==> src/rtl/weekday_seg_scanner_if.sv <==
// Control and display bus of the weekday set-day unit.
// master: calendar/board side. slave: the scanner.
interface weekday_seg_scanner_if #(
  parameter int unsigned NUM_DIGITS = 3
);
  logic                  day_tick;
  logic                  load_en;
  logic [2:0]            load_day;
  logic                  set_mode;
  logic                  set_inc;
  logic                  set_dec;
  logic [2:0]            day_out;
  logic [6:0]            seg;
  logic [NUM_DIGITS-1:0] digit_en;

  modport master (
    output day_tick, load_en, load_day, set_mode, set_inc, set_dec,
    input  day_out, seg, digit_en
  );

  modport slave (
    input  day_tick, load_en, load_day, set_mode, set_inc, set_dec,
    output day_out, seg, digit_en
  );
endinterface

==> src/rtl/weekday_seg_scanner.sv <==
// Weekday register with a time-multiplexed seven-segment display
// of its three-letter abbreviation, plus blinking manual-set mode.
module weekday_seg_scanner #(
  parameter int unsigned NUM_DIGITS = 3,
  parameter int unsigned SCAN_DIV   = 1000,
  parameter int unsigned BLINK_DIV  = 50000,
  parameter bit          ACTIVE_LOW = 1'b0
) (
  input  logic                 clk_i,
  input  logic                 rst_i,
  weekday_seg_scanner_if.slave bus
);

  localparam int unsigned IDX_W   = (NUM_DIGITS > 1) ? $clog2(NUM_DIGITS) : 1;
  localparam int unsigned SCAN_W  = (SCAN_DIV > 1) ? $clog2(SCAN_DIV) : 1;
  localparam int unsigned BLINK_W = $clog2(BLINK_DIV);

  localparam logic [IDX_W-1:0]   IDX_LAST   = IDX_W'(NUM_DIGITS - 1);
  localparam logic [SCAN_W-1:0]  SCAN_LAST  = SCAN_W'(SCAN_DIV - 1);
  localparam logic [BLINK_W-1:0] BLINK_LAST = BLINK_W'(BLINK_DIV - 1);
  localparam logic [BLINK_W-1:0] BLINK_HALF = BLINK_W'(BLINK_DIV / 2);

  localparam logic [6:0] G_M = 7'b1110110;
  localparam logic [6:0] G_O = 7'b1111110;
  localparam logic [6:0] G_N = 7'b0010101;
  localparam logic [6:0] G_T = 7'b0001111;
  localparam logic [6:0] G_U = 7'b0111110;
  localparam logic [6:0] G_E = 7'b1001111;
  localparam logic [6:0] G_W = 7'b0101010;
  localparam logic [6:0] G_D = 7'b0111101;
  localparam logic [6:0] G_H = 7'b0110111;
  localparam logic [6:0] G_F = 7'b1000111;
  localparam logic [6:0] G_R = 7'b0000101;
  localparam logic [6:0] G_I = 7'b0110000;
  localparam logic [6:0] G_S = 7'b1011011;
  localparam logic [6:0] G_A = 7'b1110111;

  logic [2:0]            day_q,   day_d;
  logic [IDX_W-1:0]      idx_q,   idx_d;
  logic [SCAN_W-1:0]     cnt_q,   cnt_d;
  logic [BLINK_W-1:0]    blink_q, blink_d;
  logic [6:0]            seg_q,   seg_d;
  logic [NUM_DIGITS-1:0] en_q,    en_d;

  logic [2:0] day_inc_c;
  logic [2:0] day_dec_c;
  logic       blank_c;

  // Letter k of the abbreviation for the given day; day 7 never occurs.
  function automatic logic [6:0] glyph(input logic [2:0] day, input logic [IDX_W-1:0] idx);
    logic [20:0] word;
    logic [1:0]  k;
    k = 2'(idx);
    case (day)
      3'd0:    word = {G_M, G_O, G_N};
      3'd1:    word = {G_T, G_U, G_E};
      3'd2:    word = {G_W, G_E, G_D};
      3'd3:    word = {G_T, G_H, G_U};
      3'd4:    word = {G_F, G_R, G_I};
      3'd5:    word = {G_S, G_A, G_T};
      3'd6:    word = {G_S, G_U, G_N};
      default: word = '0;
    endcase
    case (k)
      2'd0:    glyph = word[20:14];
      2'd1:    glyph = word[13:7];
      default: glyph = word[6:0];
    endcase
  endfunction

  assign day_inc_c = (day_q == 3'd6) ? 3'd0 : day_q + 3'd1;
  assign day_dec_c = (day_q == 3'd0) ? 3'd6 : day_q - 3'd1;
  assign blank_c   = bus.set_mode && (blink_q >= BLINK_HALF);

  // Day update: load beats set mode beats the calendar tick.
  always_comb begin
    day_d = day_q;
    if (bus.load_en) begin
      if (bus.load_day != 3'd7) day_d = bus.load_day;
    end else if (bus.set_mode) begin
      if (bus.set_inc && !bus.set_dec)      day_d = day_inc_c;
      else if (bus.set_dec && !bus.set_inc) day_d = day_dec_c;
    end else if (bus.day_tick) begin
      day_d = day_inc_c;
    end
  end

  // Scan, blink and display next-state.
  always_comb begin
    cnt_d   = (cnt_q == SCAN_LAST) ? '0 : cnt_q + SCAN_W'(1);
    idx_d   = idx_q;
    if (cnt_q == SCAN_LAST) idx_d = (idx_q == IDX_LAST) ? '0 : idx_q + IDX_W'(1);
    blink_d = '0;
    if (bus.set_mode) blink_d = (blink_q == BLINK_LAST) ? '0 : blink_q + BLINK_W'(1);
    seg_d   = blank_c ? 7'b0 : glyph(day_q, idx_q);
    en_d    = NUM_DIGITS'(1) << idx_q;
  end

  always_ff @(posedge clk_i) begin
    if (rst_i) begin
      day_q   <= '0;
      idx_q   <= '0;
      cnt_q   <= '0;
      blink_q <= '0;
      seg_q   <= {7{ACTIVE_LOW}};
      en_q    <= {NUM_DIGITS{ACTIVE_LOW}};
    end else begin
      day_q   <= day_d;
      idx_q   <= idx_d;
      cnt_q   <= cnt_d;
      blink_q <= blink_d;
      seg_q   <= seg_d ^ {7{ACTIVE_LOW}};
      en_q    <= en_d ^ {NUM_DIGITS{ACTIVE_LOW}};
    end
  end

  assign bus.day_out  = day_q;
  assign bus.seg      = seg_q;
  assign bus.digit_en = en_q;

endmodule

==> src/flat_wrapper.sv <==
// flat-port wrapper written by rule: the top's interface ports become plain ports
module weekday_seg_scanner_flat 
#(
  parameter int unsigned NUM_DIGITS = 3,
  parameter int unsigned SCAN_DIV   = 1000,
  parameter int unsigned BLINK_DIV  = 50000,
  parameter bit          ACTIVE_LOW = 1'b0
)
  (clk_i, rst_i, bus_day_tick, bus_load_en, bus_load_day, bus_set_mode, bus_set_inc, bus_set_dec, bus_day_out, bus_seg, bus_digit_en);
  weekday_seg_scanner_if #(.NUM_DIGITS(NUM_DIGITS)) bus_i ();
  input  logic clk_i;
  input  logic rst_i;
  input wire logic [$bits(bus_i.day_tick)-1:0] bus_day_tick;
  input wire logic [$bits(bus_i.load_en)-1:0] bus_load_en;
  input wire logic [$bits(bus_i.load_day)-1:0] bus_load_day;
  input wire logic [$bits(bus_i.set_mode)-1:0] bus_set_mode;
  input wire logic [$bits(bus_i.set_inc)-1:0] bus_set_inc;
  input wire logic [$bits(bus_i.set_dec)-1:0] bus_set_dec;
  output wire logic [$bits(bus_i.day_out)-1:0] bus_day_out;
  output wire logic [$bits(bus_i.seg)-1:0] bus_seg;
  output wire logic [$bits(bus_i.digit_en)-1:0] bus_digit_en;
  assign bus_i.day_tick = bus_day_tick;
  assign bus_i.load_en = bus_load_en;
  assign bus_i.load_day = bus_load_day;
  assign bus_i.set_mode = bus_set_mode;
  assign bus_i.set_inc = bus_set_inc;
  assign bus_i.set_dec = bus_set_dec;
  assign bus_day_out = bus_i.day_out;
  assign bus_seg = bus_i.seg;
  assign bus_digit_en = bus_i.digit_en;
  weekday_seg_scanner #(.NUM_DIGITS(NUM_DIGITS), .SCAN_DIV(SCAN_DIV), .BLINK_DIV(BLINK_DIV), .ACTIVE_LOW(ACTIVE_LOW)) u_core (.clk_i(clk_i), .rst_i(rst_i), .bus(bus_i));
endmodule
==> config.mk <==
export PLATFORM = sky130hd
export DESIGN_NAME = weekday_seg_scanner_flat
export DESIGN_NICKNAME = d
export VERILOG_FILES = /design/src/rtl/weekday_seg_scanner_if.sv /design/src/rtl/weekday_seg_scanner.sv /design/src/flat_wrapper.sv
export SDC_FILE = /design/constraint.sdc
export NUM_CORES = 1
export LEC_CHECK = 0
export ABC_AREA = 1
export ABC_CLOCK_PERIOD_IN_PS = 1900
export CAP_MARGIN = 20
export CORE_ASPECT_RATIO = 0.9
export CORE_MARGIN = 2
export CORE_UTILIZATION = 40
export CTS_CLUSTER_DIAMETER = 150
export DETAILED_ROUTE_END_ITERATION = 6
export HOLD_SLACK_MARGIN = 0.08
export REMOVE_ABC_BUFFERS = 1
export SLEW_MARGIN = 20
export SYNTH_ARGS = -nofsm -noshare
export SYNTH_HDL_FRONTEND = slang
export SYNTH_SLANG_ARGS = --single-unit
==> constraint.sdc <==
create_clock -name clk_i -period 1.9 [get_ports clk_i]
set_input_delay 0.285 -clock clk_i [delete_from_list [all_inputs] [get_ports clk_i]]
set_output_delay 0.285 -clock clk_i [all_outputs]
set_load 0.02 [all_outputs]
==> qor.csv <==
metric,value,unit
area_delta_synth_final,18.5,%
avgViaCountPerCell,4.85,
vias,2118,
portBuffers,22,
ys_top_cells_by_area,"dfxtp_1 36%, nand2_1 14%, nor2_1 8.9%",
wl_met1,2500,um
setup_violations,0,
post-synth-top-area-fraction,35.9,%
rsz0062_at_grt,no,
worstHoldStart,u_core.cnt_q[0],
cts_root_buffer,clkbuf_8,
top_layer_used,met4,
status,"complete, no violations",
clk_latency,0.29,ns
crit_start,u_core.bus.day_out[2],
place.detailed.hpwl,3650,um
yosysSeqAreaShare,35.9,%
antenna_cells,0,
clkTransAtPathRegs,0.08,ns
p_int,0.00149,W
cpPeakStageDelay,0.60,ns
critical-path-slowest-cell,clkdlybuf4s50_1,
fin_crit_sh,90.3,%
cts.sinks,41,
overflow,0,
power.switching,0.000550,W
drt_iter0_markers,158,
final_antenna_net_count,0,
tns,0,ns
power.share.switching,27.0,%
combPwrFrac,19.2,%
power.leakage,1.10,nW
ys.flop_type,dfxtp_1,
yosysMostFrequentCell,nand2_1,
wirelength,4750,um
hold_buffers,0,
ctsResizeCount,0,
drive_gt1_share,7.90,%
r2r-start,u_core.bus.day_out[0],
io_pins,23,
cts_tree,done,
avgSynthCellArea,6.76,um2
synth_cells,338,
synth_cell_types,31,
end_kind,output port,
route.met2.wl,1960,um
max_freq,583,MHz
start_util,40.8,%
p_clk_share,35.9,%
clockBufferDepth,2,
wl_per_cell,10.9,um
grt_start_max_net_pins,17,
pwr_density_cell,753,nW/um2
yosys_warnings,0,
async_reset_ff_share,0,%
ir_drop,462,uV
core_area,5600,um2
synth_largest_area_cell,dfxtp_1,
grt_pass1_wl,8140,um
drc,0,
hp-class,reg2reg,
cp.required,1.62,ns
fp-row-count,26,
ys_ff_latch,41,
grt_pass1_vias,1837,
crit_arrival,1.43,ns
cts_buffers,5,
grt.total_usage,15.8,%
cts_setup_buffers,0,
path_max_fanout,7,
die_h,75.7,um
report.final.slew_viol_count,0,
synthTopCellsByCount,"84 x nand2_1, 54 x nor2_1, 43 x inv_1",
tightest_slew,0.479,ns
finalClockSkew,0.00779,ns
hold_violations,0,
met3_length,241,um
fin_nets,386,
finalCriticalPeriod,1.72,ns
critPathLaunchType,flip-flop,
antenna_found_initial,0,
maxCapViolations,0,
place_congestion,0.888,
synth_edf_count,0,
seqPwrFrac,44.9,%
drt_first_pass_iters,4,
die_area,6330,um2
fp.dieW,83.6,um
ctsHtreeMaxLevel,2,
p_total,0.00204,W
relSlewSlack,67.8,%
syn-cell-area,2280,um2
path_cells,"buf_4, clkdlybuf4s50_1",
path_class,reg2out,
## flip-flops by register name (all words and copies together) (netlist names)
register	cells
u_core.bus.digit_en	3
u_core.idx_q	2
u_core.bus.day_out	3
u_core.bus.seg	7
u_core.blink_q	16
u_core.cnt_q	10
## stage by stage
stage	area [um2]	util (%)	setup WS, ns	cells	hold WS (ns)
finish	2710	48.3	0.184	437	0.453
floorplan	2270	-	0.233	335	0.354
global placement	2590	46.3	0.232	429	0.429
CTS	2710	48.3	0.167	437	0.458
detailed placement	2590	46.3	0.221	429	0.439
global route	2710	48.3	0.0690	437	0.489
## worst paths after layout
path	end	slack (ns)	cells after the start
min reg2reg	u_core.cnt_q[0]	0.45	1
max reg2reg	u_core.bus.seg[1]	0.22	8
min	u_core.cnt_q[0]	0.45	1
max	bus_day_out[2]	0.18	2
## final cells by class
class / instances / area (um2)
clock buffer: 7 / 86.3
clock inverter: 1 / 30.0
fill: 569 / 2890
inverter: 46 / 175
multi-input combinational: 248 / 1270
sequential: 41 / 821
tap: 70 / 87.6
timing repair buffer: 24 / 235
## layout by cell type, fill, tap and decap left out, types with 2 or more instances in the layout
master           instances
nand2_1                 84
nor2_1                  54
inv_1                   43
dfxtp_1                 41
a21oi_1                 23
clkdlybuf4s50_1         22
nand3_1                 19
nor3_1                  10
ha_1                    10
nand4_1                  9
clkbuf_8                 6
o21ai_0                  5
xor2_1                   4
nand2_2                  4
xnor2_1                  4
nor2_4                   3
nand3b_1                 3
nand2_4                  3
inv_2                    2
a22oi_1                  2
nor2_2                   2
nor3_2                   2
buf_4                    2
## power groups by stage
stage	clock [W]	sequential, W	combinational (W)
after CTS	0.000760	0.000915	0.000393
after global placement	0	0.000934	0.000392
final	0.000731	0.000914	0.000392
after floorplan	0	0.000973	0.000220
after detailed placement	0	0.000935	0.000391
after global routing	0.000787	0.000919	0.000438
## critical path: cells and delay by family (launching register included)
| kind | cells | cell delay (ns) |
|---|---|---|
| buf+inv | 2 | 0.77 |
| flops | 1 | 0.38 |
## layer usage
layer  vias up  GRT usage (%)
li1       1130              -
met1       943           21.2
met2        40           26.0
met3         5           3.68
met4         0           4.30
met5         -              0
## cells by family (layout without fill, tap and decap cells)
group | after synthesis | count (layout) | synth area share (%)
AOI/OAI and AO/OA | 33 | 33 | 7.78
DFF | 41 | 41 | 35.9
and+or+nand+nor | 197 | 197 | 39.3
adders and majority gates | 10 | 10 | 5.48
xor gates and xnor gates | 8 | 8 | 3.07
buffers and inverters | 49 | 78 | 8.44
No activity file was read; power rests on OpenSTA's default activity.
